**src/rtl/output_handler.sv**
```systemverilog
// Serialises a WORDS x 32-bit digest to a UART one byte at a time, MSB byte first.
// Define OUTPUT_HANDLER_HEX_EN to send each byte as two lowercase ASCII hex characters plus a trailing 0x0A.
module output_handler #(
  parameter int unsigned WORDS = 8
) (
  input  logic        clk,
  input  logic        rst,
  input  logic        start,
  output logic        word_req,
  input  logic        word_valid,
  input  logic [31:0] word_in,
  output logic        transmit,
  output logic [7:0]  tx_byte,
  input  logic        is_transmitting,
  output logic        busy,
  output logic        done
);

  localparam int unsigned WIW = (WORDS > 1) ? $clog2(WORDS) : 1;
  localparam logic [WIW-1:0] LAST_WORD = WIW'(WORDS - 1);

`ifdef OUTPUT_HANDLER_HEX_EN
  typedef enum logic [2:0] {IDLE, REQ, WAIT_WORD, SEND, GUARD, DRAIN, TERM, FIN} state_t;
`else
  typedef enum logic [2:0] {IDLE, REQ, WAIT_WORD, SEND, GUARD, DRAIN, FIN} state_t;
`endif

  state_t         state, state_nxt;
  logic [31:0]    shreg;
  logic [1:0]     byte_idx;
  logic [WIW-1:0] word_idx;
  logic           last_byte, last_word;

`ifdef OUTPUT_HANDLER_HEX_EN
  logic nib;
  logic term_sent;

  function automatic logic [7:0] hex_char(input logic [3:0] n);
    return (n < 4'd10) ? (8'h30 + 8'(n)) : (8'h57 + 8'(n));
  endfunction
`endif

  assign last_byte = (byte_idx == 2'd3);
  assign last_word = (word_idx == LAST_WORD);

  always_ff @(posedge clk or posedge rst) begin
    if (rst) state <= IDLE;
    else     state <= state_nxt;
  end

  always_comb begin
    state_nxt = state;
    word_req  = 1'b0;
    transmit  = 1'b0;
    done      = 1'b0;
    busy      = (state != IDLE) && (state != FIN);
    case (state)
      IDLE:      if (start) state_nxt = REQ;
      REQ: begin
        word_req  = 1'b1;
        state_nxt = WAIT_WORD;
      end
      WAIT_WORD: if (word_valid) state_nxt = SEND;
      SEND: begin
        transmit  = 1'b1;
        state_nxt = GUARD;
      end
      // UART status lags transmit by a cycle, so this state never looks at it
      GUARD:     state_nxt = DRAIN;
      DRAIN: begin
        if (!is_transmitting) begin
`ifdef OUTPUT_HANDLER_HEX_EN
          if (term_sent)       state_nxt = FIN;
          else if (!nib)       state_nxt = SEND;
          else if (!last_byte) state_nxt = SEND;
          else if (!last_word) state_nxt = REQ;
          else                 state_nxt = TERM;
`else
          if (!last_byte)      state_nxt = SEND;
          else if (!last_word) state_nxt = REQ;
          else                 state_nxt = FIN;
`endif
        end
      end
`ifdef OUTPUT_HANDLER_HEX_EN
      TERM: begin
        transmit  = 1'b1;
        state_nxt = GUARD;
      end
`endif
      FIN: begin
        done      = 1'b1;
        state_nxt = IDLE;
      end
      default:   state_nxt = IDLE;
    endcase
  end

  // tx_byte is loaded on the edge entering SEND/TERM so it is valid with transmit
  always_ff @(posedge clk or posedge rst) begin
    if (rst) begin
      shreg     <= '0;
      byte_idx  <= '0;
      word_idx  <= '0;
      tx_byte   <= '0;
`ifdef OUTPUT_HANDLER_HEX_EN
      nib       <= 1'b0;
      term_sent <= 1'b0;
`endif
    end else begin
      case (state)
        IDLE: begin
          if (start) begin
            word_idx  <= '0;
`ifdef OUTPUT_HANDLER_HEX_EN
            nib       <= 1'b0;
            term_sent <= 1'b0;
`endif
          end
        end
        WAIT_WORD: begin
          if (word_valid) begin
            shreg    <= word_in;
            byte_idx <= '0;
`ifdef OUTPUT_HANDLER_HEX_EN
            nib      <= 1'b0;
            tx_byte  <= hex_char(word_in[31:28]);
`else
            tx_byte  <= word_in[31:24];
`endif
          end
        end
        DRAIN: begin
          if (!is_transmitting) begin
`ifdef OUTPUT_HANDLER_HEX_EN
            if (term_sent) begin
              // terminator already out; FIN follows
            end else if (!nib) begin
              nib     <= 1'b1;
              tx_byte <= hex_char(shreg[27:24]);
            end else begin
              nib <= 1'b0;
              if (!last_byte) begin
                shreg    <= {shreg[23:0], 8'h00};
                byte_idx <= byte_idx + 2'd1;
                tx_byte  <= hex_char(shreg[23:20]);
              end else if (!last_word) begin
                word_idx <= word_idx + WIW'(1);
              end else begin
                tx_byte   <= 8'h0A;
                term_sent <= 1'b1;
              end
            end
`else
            if (!last_byte) begin
              shreg    <= {shreg[23:0], 8'h00};
              byte_idx <= byte_idx + 2'd1;
              tx_byte  <= shreg[23:16];
            end else if (!last_word) begin
              word_idx <= word_idx + WIW'(1);
            end
`endif
          end
        end
        default: ;
      endcase
    end
  end

endmodule
```
**config.mk**
```make
export PLATFORM = sky130hd
export DESIGN_NAME = output_handler
export DESIGN_NICKNAME = d
export VERILOG_FILES = /design/src/rtl/output_handler.sv
export SDC_FILE = /design/constraint.sdc
export NUM_CORES = 1
export LEC_CHECK = 0
export ABC_CLOCK_PERIOD_IN_PS = 2150
export BUFFER_PORTS_ARGS = -buffer_cell sky130_fd_sc_hd__buf_4
export CORE_MARGIN = 2
export CORE_UTILIZATION = 55
export CTS_BUF_LIST = sky130_fd_sc_hd__clkbuf_2 sky130_fd_sc_hd__clkbuf_4 sky130_fd_sc_hd__clkbuf_8
export DETAILED_ROUTE_END_ITERATION = 12
export GPL_TIMING_DRIVEN = 0
export MAX_ROUTING_LAYER = met4
export PLACE_DENSITY_LB_ADDON = 0.25
export SLEW_MARGIN = 20
export SYNTH_ARGS = -nofsm -noshare
export SYNTH_HDL_FRONTEND = slang
export SYNTH_SLANG_ARGS = --single-unit
```
**constraint.sdc**
```tcl
create_clock -name clk -period 2.15 [get_ports clk]
set_clock_uncertainty 0.1 [all_clocks]
set_input_delay 0.43 -clock clk [delete_from_list [all_inputs] [get_ports clk]]
set_output_delay 0.43 -clock clk [all_outputs]
set_load 0.01 [all_outputs]
```
Word level (Yosys, flattened, before mapping). Cells that the tools add are included.

$add $sub $neg: 2. Equality and inequality tests: 15. Muxes and demuxes: 26. Reduce and logical (&&, ||, !) cells: 8.

Operator list (count): two-way mux 24 bit (3); one-hot mux 24 bit (2 select lines) (1); two-way mux 3 bit (9); two-way mux 8 bit (3); one-hot mux 3 bit (6 select lines) (1); one-hot mux 8 bit (2 select lines) (1); equality test 3 bit, second input constant (4); inequality test 2 bit, second input constant (6); equality test 3 x 2 -> 1 bit, second input constant (2); two-way mux 2 bit (3); one-hot mux 3 bit (2 select lines) (1); AND reduction 5 bit (1); one-hot mux 2 bit (2 select lines) (1); AND reduction 4 bit (1); nonzero test 2 bit (2); adder 3 x 1 -> 3 bit, second input constant (1); equality test 3 x 1 -> 1 bit, second input constant (1); logical NOT 3 bit (1); two-way mux 1 bit (3); inequality test 3 bit, second input constant (1); AND reduction 3 bit (1); nonzero test 3 bit (1); adder 2 x 1 -> 2 bit, second input constant (1); equality test 2 bit, second input constant (1); logical AND 1 bit (1).

Bits in registers: 40. Output and inout port bits: 12. Logic and storage cells: 56.

Depth between registers and ports, before layout. Gate-level depths: netlist (run 1).

Word-level depth: 5. Depth in mapped cells: 6. Gate-level depth less buffers: 5.

Least setup slack after synthesis (run 1). No wires, ideal clock.

Kind: register -> register. From: register state[0]. To: register byte_idx[0]. Cell stages (with the launch flop): 6. Path buffers: 2. Path slack: 0.444 ns. Arrival: 1.481 ns. Data required time: 1.925 ns. Cells stage by stage: dfrtp_1 > nor3b_4 > a22o_1 > buf_6 > buf_12 > mux2_4.

Longest elaborated chain between the ends: 3. Elaborated cells on any way between the ends: 8.

Ends and longest elaborated chain: start: declaration (RTL line 28) `state_t state, state_nxt;`; start signal: assignment (RTL line 48) `else state <= state_nxt;`; equality test 3 bit / equality test 3 x 2 -> 1 bit (equally long branches) (RTL line 111) `case (state)`; inequality test 2 bit (no line) / nonzero test 2 bit (equally long branches); AND reduction 4 bit (no line); end signal: assignment (RTL line 157) `byte_idx <= byte_idx + 2'd1;`; end: declaration (RTL line 30) `logic [1:0] byte_idx;`.

Parallel ways exist; a longest one is shown, timed or not. A chain may end at the register's enable or synchronous reset.

Final worst setup path (run 1).
From: register state[0]. To: register tx_byte[5].

Longest elaborated chain between the ends: 3. Elaborated cells on any way between the ends: 8.

Ends and longest elaborated chain: equality test 3 bit / equality test 3 x 2 -> 1 bit (equally long branches) (RTL line 111); inequality test 2 bit (no line) / nonzero test 2 bit (equally long branches); AND reduction 4 bit (no line); end signal: assignment (RTL line 129) `tx_byte <= word_in[31:24];`; end signal: assignment (RTL line 158) `tx_byte <= shreg[23:16];`; end: declaration (RTL line 13) `output logic [7:0] tx_byte,`.

Parallel ways exist; a longest one is shown, timed or not.

==> metrics.md, run 1 <==
| Metric | Value |
|---|---|
| Ys Warns | `0` |
| Slowest CP cell | `nor3b_4` |
| Top delay family on crit path | `simple AND/OR/NAND/NOR gates` |
| Number of CTS-inserted buffers | `5` |
| Post-synthesis register bit count | `40` |
| Critical register-to-register path startpoint | `state[0]$_DFFE_PP0P_` |
| Number of buffers added on ports | `47` |
| Critical path capture point type | `flip-flop` |
| Peak clock frequency supported by timing | `514.3 MHz` |
| Fin. max-slew vios | `0` |
| Post-route clock period utilization | `90.43%` |
| Half-perimeter wire length after placement | `3220 µm` |
| Net count after synthesis | `212` |
| Class of the tightest hold or removal check | `input port to flip-flop` |
| Maximum number of pins on one net before global-route repair | `33` |
| Violation count after the first detailed-route iteration | `63` |
| Hold Path Cell Cnt | `3` |
| Total detailed-routing wirelength | `4599 µm` |
| Status | `finished clean` |
| Ranking of synthesized cells by area | `dfrtp_1 45%, mux2_4 18%, mux2_2 12%` |
| Number of distinct library cells after synthesis | `37` |
| Final routed DRC violation total | `0` |
| First-pass GRT wire length | `7569 µm` |
| Register-to-Register Setup Slack | `210 ps` |
| Area share of the largest cell type after synthesis | `44.89%` |
| Relative slew margins | `67.91%` |
| Leakage power summed over all cells | `1.345 nW` |
| Cell taking the most area after synthesis | `dfrtp_1` |
| Crit path time final | `1944 ps` |
| Arrival @ worst endpoint | `2020 ps` |
| Startpoint type of the worst setup path | `flip-flop` |
| Ant. Diodes | `0` |
| Final nets | `268` |
| Unrepaired setup endpoints after global routing | `false` |
| Clock edge transition at the registers on the reported setup and hold paths | `80 ps` |
| Worst endpoint required time | `2220 ps` |
| Final total negative setup slack | `0 ps` |
| Die ar. | `4579 µm²` |
| Synth Instances | `171` |
| Vertical extent of the die | `67.67 µm` |
| Critical setup path kind | `flip-flop to flip-flop` |
| Number of gates given a new drive strength after cts | `0` |
| Fraction of final layout cells sized beyond drive strength 1 | `52.63%` |
| Number of clock sinks | `40` |
| Number of antenna violations at the first check in global routing | `0` |
| Reg2Reg Capture Point | `tx_byte[5]$_DFFE_PP0P_` |
| R2R depth | `5` |
| Number of optimization iterations in the first detailed-route pass | `4` |
| Average cell area after synthesis | `13.04 µm²` |
| Max-Cap Viols | `0` |
| Postcts setup bufs | `0` |
| CP Cell Sequence | `nor3b_4 > a22o_1 > buf_6 > buf_12 > mux2_4` |
| Leftover overflow at the end of global routing | `0` |
| Skew-Pair Late Insertion Delay | `290 ps` |
| Commonest non-fill, non-tap cell in the layout | `buf_4` |
| Clock root buffer | `clkbuf_8` |
| Power per cell area | `1258 nW/µm²` |
| Via count of the first global-routing pass | `1544` |
| Signed area change from the synthesized netlist to the final layout | `24.97%` |
| Worst IR Drop VDD | `742.0 µV` |
| Crit Path Max Fanout | `10` |
| Hold Path Sink | `shreg[7]$_DFFE_PP0P_` |
| Floorplan die width | `67.67 µm` |
| I/O pin count | `49` |
| Number of buffers between clock root and the deepest sink | `2` |
| Routed wirelength normalized by instance count | `16.54 µm` |
| Leading cell types in the layout, fill and taps excluded | `48 x buf_4, 40 x dfrtp_1, 27 x mux2_4` |
| Vias per std cell | `5.371` |
| Register area share after synthesis | `44.89%` |
| Final core occ | `70.68%` |
| Count of final setup violators | `0` |
| Starting utilization of the core area | `56.55%` |
| Antenna Nets Post-Route | `0` |
| TritonCTS clock tree | `built` |
| Area of the mapped netlist | `2230 µm²` |
| Placeable Area | `3943 µm²` |
| Number of buffers and inverters on the critical path | `2` |
| Htree depth | `2` |
| Vias after detailed routing | `1493` |
| Tightest Pin Transition | `481.3 ps` |
| Final hold vios | `0` |
| All-Layer GR Usage | `23.52%` |
| Critical hold path startpoint | `word_in[7]` |
| Total number of placement rows | `23` |
| GP Congestion | `0.8539` |
| Largest stage delay, worst path | `450 ps` |
==> cell type report <==
| cell class | instances | area, µm² |
|---|---|---|
| inverters | 14 | 52.55 |
| clock buffers | 5 | 68.82 |
| repair buffers | 49 | 382.9 |
| fillers | 288 | 1156 |
| plain buffers | 12 | 121.4 |
| clock inverters | 3 | 42.54 |
| multi-input cells | 105 | 1055 |
| well taps | 50 | 62.56 |
| flip-flops and latches | 40 | 1001 |
==> cell families (layout without fill, tap and decap cells) <==
family	Yosys count	count (layout)	synth area share [%]
mux	54	54	31.65
flops	40	40	44.89
simple gates	31	31	8.811
buf+inv	26	83	7.800
compound gates	16	16	4.602
fa+ha+maj	4	4	2.245
==> routing by layer <==
layer / up-vias / share of wire (%) / global-route usage (%) / wire, µm
met4: 0 / 1.5 / 8.418 / 70
met2: 40 / 48 / 36.52 / 2212
met3: 8 / 4.2 / 4.500 / 195
li1: 718 / - / - / -
met1: 727 / 46 / 30.78 / 2120
met5: - / 0 / - / 0
==> sequential cells by signal (all words and copies together) (netlist names) <==
register / cells
shreg: 24
tx_byte: 8
state: 3
word_idx: 3
byte_idx: 2
==> synthesized netlist by cell type <==
library cell and number:
a211o_1 1, a21o_1 1, a21oi_1 1, a21oi_2 1, a22o_1 1, a31o_2 1
a31oi_1 1, and3_1 1, and3b_1 1, and4b_1 1, buf_1 1, buf_12 2
buf_2 2, buf_4 1, buf_6 5, clkbuf_1 1, dfrtp_1 40, ha_1 4
inv_1 14, mux2_1 1, mux2_2 23, mux2_4 27, mux2i_1 3, nand2_1 4
nand2b_1 2, nand3_1 1, nand3b_1 1, nand4_1 8, nor2_1 4, nor2b_1 1
nor3_1 2, nor3b_1 1, nor3b_4 1, nor4_1 1, nor4b_1 2, o21ai_0 8
o41ai_1 1
==> through the flow <==
step / area, µm² / power, mW / setup slack [ps] / hold slack, ps / cells
6_report: 2786 / 3.504 / 205.7 / 286.3 / 278
5_1_grt: 2786 / 3.745 / 117.5 / 289.0 / 278
4_1_cts: 2786 / 3.537 / 183.8 / 275.2 / 278
3_5_place_dp: 2665 / 2.903 / 246.3 / 271.0 / 269
3_3_place_gp: 2645 / 2.831 / 180.4 / 385.4 / 268
2_1_floorplan: 2230 / 2.448 / 443.5 / 374.5 / 171
==> where the power goes <==
group	internal, mW	leakage, nW	switching (mW)
clock	0.343	0.0541	0.267
combinational	0.954	0.798	0.626
sequential	1.10	0.493	0.208
total	2.40	1.35	1.10
==> worst max-delay path by stage <==
stage                    startpoint                      end  slack [ps]  depth (start not counted)
2_1_floorplan  state[0]$_DFFE_PP0P_  byte_idx[0]$_DFFE_PP0P_         440                          5
3_3_place_gp                    rst   tx_byte[0]$_DFFE_PP0P_         180                          2
3_5_place_dp   state[0]$_DFFE_PP0P_   tx_byte[5]$_DFFE_PP0P_         250                          5
4_1_cts        state[0]$_DFFE_PP0P_   tx_byte[5]$_DFFE_PP0P_         180                          5
5_1_grt        state[2]$_DFFE_PP0P_   tx_byte[5]$_DFFE_PP0P_         120                          5
6_report       state[0]$_DFFE_PP0P_   tx_byte[5]$_DFFE_PP0P_         210                          5
==> repair_timing <==
item,in CTS,in global routing
endpoints found under the hold margin,8,0
hold buffers,1,0
setup endpoints to repair,0,0
==> tightest hold or removal path, delay by kind of cell <==
kind            cells  cell delay (ps)
simple gates        1               60
buf+inv             1               80
compound gates      1               70
Power figures use the tool's default switching activity.
==> run 2, diff against run 1 <==
--- a/config.mk
+++ b/config.mk
@@ -7,6 +7,7 @@
 export LEC_CHECK = 0
 export ABC_CLOCK_PERIOD_IN_PS = 2150
 export BUFFER_PORTS_ARGS = -buffer_cell sky130_fd_sc_hd__buf_4
+export CORE_ASPECT_RATIO = 1.4
 export CORE_MARGIN = 2
 export CORE_UTILIZATION = 55
 export CTS_BUF_LIST = sky130_fd_sc_hd__clkbuf_2 sky130_fd_sc_hd__clkbuf_4 sky130_fd_sc_hd__clkbuf_8
==> run 2 against run 1 <==
Net effect: setup slack better by 4.1 ps; hold slack worse by 270 ps; total power decreased by 2.1%; via count decreased by 0.20%; critical path depth decreased by 1; cell count down 2.9%; global-route usage down 1.2 points; combinational power about the same; clock-buffer cell count rose by 3; design area down 1.2%; critical path type is now flip-flop to primary output; non-clock buffer count fell by 1; largest cell class unchanged.
==> metrics.md, run 2 (same netlist as run 1, synthesis figures left out) <==
| Metric | Value |
|---|---|
| Status | `finished clean` |
| Count of final setup violators | `0` |
| Maximum number of pins on one net before global-route repair | `26` |
| Vertical extent of the die | `79.34 µm` |
| Starting utilization of the core area | `56.90%` |
| Leftover overflow at the end of global routing | `0` |
| Vias per std cell | `5.519` |
| Max-Cap Viols | `0` |
| Half-perimeter wire length after placement | `3427 µm` |
| Violation count after the first detailed-route iteration | `55` |
| Die ar. | `4586 µm²` |
| Post-route clock period utilization | `90.24%` |
| Antenna Nets Post-Route | `0` |
| Unrepaired setup endpoints after global routing | `false` |
| Number of optimization iterations in the first detailed-route pass | `4` |
| Number of gates given a new drive strength after cts | `0` |
| First-pass GRT wire length | `7645 µm` |
| Peak clock frequency supported by timing | `515.4 MHz` |
| Placeable Area | `3919 µm²` |
| Largest registers in the final layout | `shreg x24, tx_byte x8` |
| Register with the highest flop count | `shreg` |
| Postcts setup bufs | `0` |
| Routed wirelength normalized by instance count | `17.00 µm` |
| Layout Cell Area excl Fill | `2754 µm²` |
| Vias after detailed routing | `1490` |
| Htree depth | `2` |
| Skew-Pair Late Insertion Delay | `280 ps` |
| GP Congestion | `0.8351` |
| Worst endpoint required time | `1620 ps` |
| Number of clock sinks | `40` |
| Total number of placement rows | `27` |
| Signed area change from the synthesized netlist to the final layout | `23.51%` |
| Number of buffers added on ports | `47` |
| Clock edge transition at the registers on the reported setup and hold paths | `80 ps` |
| Placed inst area | `2656 µm²` |
| Power per cell area | `1245 nW/µm²` |
| Number of CTS-inserted buffers | `5` |
| Critical setup path kind | `flip-flop to primary output` |
| Final hold vios | `0` |
| Crit path time final | `1940 ps` |
| Final routed DRC violation total | `0` |
| Leakage power summed over all cells | `1.339 nW` |
| CTS Hold Bufs | `0` |
| Via count of the first global-routing pass | `1601` |
| Leading cell types in the layout, fill and taps excluded | `48 x buf_4, 40 x dfrtp_1, 27 x mux2_4` |
| Final total negative setup slack | `0 ps` |
| Crit Path Max Fanout | `10` |
| Final nets | `267` |
| Total power | `3.429 mW` |
| Critical path capture point type | `primary output` |
| TritonCTS clock tree | `built` |
| Floorplan die width | `57.81 µm` |
| Arrival @ worst endpoint | `1410 ps` |
| Flip-flop count of the largest register, all copies and words added | `24` |
| Fraction of final layout cells sized beyond drive strength 1 | `52.86%` |
| Number of cells after detailed placement | `262` |
| Tightest Pin Transition | `477.2 ps` |
| Startpoint type of the worst setup path | `flip-flop` |
| All-Layer GR Usage | `22.35%` |
| Number of antenna violations at the first check in global routing | `0` |
| Fin. max-slew vios | `0` |
| Post-route non-filler standard cell count | `270` |
| Total detailed-routing wirelength | `4590 µm` |
| Clock root buffer | `clkbuf_8` |
| Class of the tightest hold or removal check | `input port to async pin` |
| Ant. Diodes | `0` |
| Commonest non-fill, non-tap cell in the layout | `buf_4` |
| Number of buffers between clock root and the deepest sink | `2` |
| Worst IR Drop VDD | `936.1 µV` |
| I/O pin count | `49` |
| Relative slew margins | `68.19%` |
[run 2: cell count changes in the layout (fill, tap and decap cells not counted), sizes merged]
cell / previous run / this run
clkinvlp: 1 / 0
bufinv: 1 / 0
clkbuf: 6 / 9
clkinv: 1 / 0
dlygate4sd3: 1 / 0
[run 2: power breakdown]
part / switching [mW] / internal (mW)
clock network: 0.248 / 0.287
logic: 0.622 / 0.955
registers: 0.211 / 1.11
[run 2: metal layers]
metal | GRT usage [%] | share of wire (%) | up-vias
li1 | - | - | 712
met1 | 25.84 | 40 | 738
met2 | 39.77 | 55 | 34
met3 | 3.909 | 3.6 | 6
met4 | 5.349 | 1.2 | 0
met5 | - | 0 | -
[run 2: through the flow]
stage          setup slack (ps)  util [%]  hold slack, ps
3_3_place_gp              184.3     67.27           384.3
2_1_floorplan             443.5         -           374.5
3_5_place_dp              271.0     67.78           332.5
6_report                  209.9     70.27           14.73
4_1_cts                   210.9     70.27           24.16
5_1_grt                   130.4     70.27           37.58
[run 2: path summary, 6_finish.rpt]
kind	startpoint	end	slack, ps	depth (start not counted)
min in group clk	word_in[6]	shreg[6]$_DFFE_PP0P_	290	3
hold reg to reg	shreg[22]$_DFFE_PP0P_	shreg[22]$_DFFE_PP0P_	410	1
setup / recovery	state[2]$_DFFE_PP0P_	transmit	210	4
max in group asynchronous	rst	shreg[3]$_DFFE_PP0P_	1480	3
hold / removal	rst	shreg[0]$_DFFE_PP0P_	10	2
setup reg to reg	state[0]$_DFFE_PP0P_	byte_idx[0]$_DFFE_PP0P_	250	5
[run 2: layout make-up]
cell class                 instances  area (µm²)
fill                             292        1165
buffer                            12       121.4
multi-input combinational        105        1055
inverter                          14       52.55
tap                               43       53.80
sequential                        40        1001
clock buffer                       8       97.59
timing repair buffer              48       372.9
[run 2: critical path, stage by stage (launching register included)]
cell,delay [ps]
dfrtp_1,430
buf_2,200
nand2b_1,170
nor2_1,170
buf_4,150
==> run 3, diff against run 2 <==
--- a/config.mk
+++ b/config.mk
@@ -6,12 +6,12 @@
 export NUM_CORES = 1
 export LEC_CHECK = 0
 export ABC_CLOCK_PERIOD_IN_PS = 2150
-export BUFFER_PORTS_ARGS = -buffer_cell sky130_fd_sc_hd__buf_4
 export CORE_ASPECT_RATIO = 1.4
 export CORE_MARGIN = 2
 export CORE_UTILIZATION = 55
 export CTS_BUF_LIST = sky130_fd_sc_hd__clkbuf_2 sky130_fd_sc_hd__clkbuf_4 sky130_fd_sc_hd__clkbuf_8
 export DETAILED_ROUTE_END_ITERATION = 12
+export DONT_BUFFER_PORTS = 1
 export GPL_TIMING_DRIVEN = 0
 export MAX_ROUTING_LAYER = met4
 export PLACE_DENSITY_LB_ADDON = 0.25
==> run 3 against run 2 <==
Net effect: setup slack better by 36 ps; sequential share of layout area increased by 4.9 points; hold slack better by 170 ps; non-clock buffer count decreased by 46; register-to-register slack about the same; routed wire length shrank 6.6%; sequential power up 3%; design area down 12%; via count fell by 9.8%; global-route usage shrank 1.3 points.
==> metrics.md, run 3 (same netlist as run 1, synthesis figures left out) <==
| Metric | Value |
|---|---|
| Commonest non-fill, non-tap cell in the layout | `dfrtp_1` |
| Vias after detailed routing | `1344` |
| I/O pin count | `49` |
| Ant. Diodes | `0` |
| Fraction of final layout cells sized beyond drive strength 1 | `40.33%` |
| Class of the tightest hold or removal check | `input port to flip-flop` |
| Post-place setup slack | `264.0 ps` |
| R2R depth | `5` |
| Total detailed-routing wirelength | `4288 µm` |
| Relative slew margins | `66.98%` |
| Number of clock sinks | `40` |
| Reg2Reg Capture Point | `byte_idx[0]$_DFFE_PP0P_` |
| Number of gates given a new drive strength after cts | `0` |
| Post-route setup slack | `246.2 ps` |
| Fraction of power spent switching nets | `31.73%` |
| Signed area change from the synthesized netlist to the final layout | `8.754%` |
| Fraction of power consumed by sequential logic | `41.3%` |
| Number of antenna violations at the first check in global routing | `0` |
| Fin. max-slew vios | `0` |
| Clock root buffer | `clkbuf_8` |
| Leftover overflow at the end of global routing | `0` |
| Antenna Nets Post-Route | `0` |
| Crit path time final | `1904 ps` |
| Number of optimization iterations in the first detailed-route pass | `4` |
| Crit Path Max Fanout | `10` |
| All-Layer GR Usage | `21.05%` |
| Clock edge transition at the registers on the reported setup and hold paths | `80 ps` |
| Cell-internal power | `2.250 mW` |
| Net load switching power | `1.046 mW` |
| Maximum number of pins on one net before global-route repair | `29` |
| Count of final setup violators | `0` |
| Total number of placement rows | `27` |
| Critical register-to-register path startpoint | `state[0]$_DFFE_PP0P_` |
| First-pass GRT wire length | `7086 µm` |
| Die ar. | `4586 µm²` |
| GP Congestion | `0.7808` |
| Floorplan die width | `57.81 µm` |
| Leading cell types in the layout, fill and taps excluded | `40 x dfrtp_1, 27 x mux2_4, 23 x mux2_2` |
| Power per cell area | `1359 nW/µm²` |
| Critical path capture point type | `flip-flop` |
| Final routed DRC violation total | `0` |
| Clock share of power | `18.7%` |
| Final total negative setup slack | `0 ps` |
| Status | `finished clean` |
| Skew-Pair Late Insertion Delay | `290 ps` |
| Largest registers in the final layout | `shreg x24, tx_byte x8` |
| Total power | `3.296 mW` |
| Starting utilization of the core area | `56.90%` |
| Register with the highest flop count | `shreg` |
| Arrival @ worst endpoint | `1980 ps` |
| Placed inst area | `2303 µm²` |
| Half-perimeter wire length after placement | `3129 µm` |
| Layout Cell Area excl Fill | `2425 µm²` |
| Violation count after the first detailed-route iteration | `50` |
| Peak clock frequency supported by timing | `525.3 MHz` |
| Vias per std cell | `6.000` |
| End point of the critical path | `byte_idx[0]$_DFFE_PP0P_` |
| Worst endpoint required time | `2230 ps` |
| Critical setup path kind | `flip-flop to flip-flop` |
| Vertical extent of the die | `79.34 µm` |
| Number of buffers between clock root and the deepest sink | `2` |
| Critical hold path startpoint | `word_in[5]` |
| Postcts setup bufs | `0` |
| Register-to-Register Setup Slack | `250 ps` |
| Worst IR Drop VDD | `902.6 µV` |
| Placeable Area | `3919 µm²` |
| Post-route clock period utilization | `88.55%` |
| Routed wirelength normalized by instance count | `19.14 µm` |
| Tightest Pin Transition | `495.3 ps` |
| Flip-flop count of the largest register, all copies and words added | `24` |
| Number of CTS-inserted buffers | `5` |
| Leakage power summed over all cells | `1.122 nW` |
| Unrepaired setup endpoints after global routing | `false` |
| Final hold vios | `0` |
| CTS Hold Bufs | `1` |
| Startpoint type of the worst setup path | `flip-flop` |
| Htree depth | `2` |
| Final nets | `221` |
| Combinational share of power | `40.0%` |
| Via count of the first global-routing pass | `1481` |
| Number of buffers added on ports | `0` |
| Max-Cap Viols | `0` |
| Crit. Startpoint | `state[0]$_DFFE_PP0P_` |
| TritonCTS clock tree | `built` |
## run 3: cell count changes in the layout (fill, tap and decap cells not counted), sizes merged
cell / change
buf: -47
clkinv: +1
clkbuf: -2
dlygate4sd3: +1
bufinv: +1
## run 3: critical path, stage by stage, from the launching register on
cell     delay, ps
dfrtp_1        420
nor3b_4        430
a22o_1         210
buf_6          150
buf_12         160
mux2_4         300
## run 3: per-layer routing
layer	vias up	global-route usage [%]	routed length, µm
met4	0	5.814	46
met3	5	7.166	240
li1	625	-	-
met1	673	23.39	1813
met2	41	35.68	2188
met5	-	-	0
## run 3: through the flow
step                std cells  util (%)  hold slack (ps)
floorplan                 171         -            374.5
CTS                       224     61.88            183.4
global placement          214     58.27            384.9
detailed placement        215     58.78            185.6
finish                    224     61.88            185.4
global route              224     61.88            186.5
## run 3: layout make-up
class	instances	area [µm²]
Buffer	12	121.4
Clock buffer	6	76.32
Clock inverter	2	35.03
Fill cell	328	1494
Inverter	14	52.55
Multi-Input combinational cell	105	1055
Sequential cell	40	1001
Tap cell	43	53.80
Timing Repair Buffer	2	30.03
## run 3: power groups by stage
stage                     Clock (mW)  Sequential [mW]  Combinational (mW)
final                          0.616             1.36                1.32
after global routing           0.669             1.41                1.43
after CTS                      0.625             1.37                1.33
after detailed placement           0             1.38                1.32
after global placement             0             1.35                1.26
after floorplan                    0             1.30                1.14
## run 3: how the worst min path moves through the flow
stage | slack [ps] | to | cells past startpoint
after floorplan | 370 | shreg[23]$_DFFE_PP0P_ | 1
after global placement | 380 | shreg[22]$_DFFE_PP0P_ | 1
after detailed placement | 190 | shreg[0]$_DFFE_PP0P_ | 1
after CTS | 180 | shreg[1]$_DFFE_PP0P_ | 2
after global routing | 190 | shreg[2]$_DFFE_PP0P_ | 2
final | 190 | shreg[5]$_DFFE_PP0P_ | 2
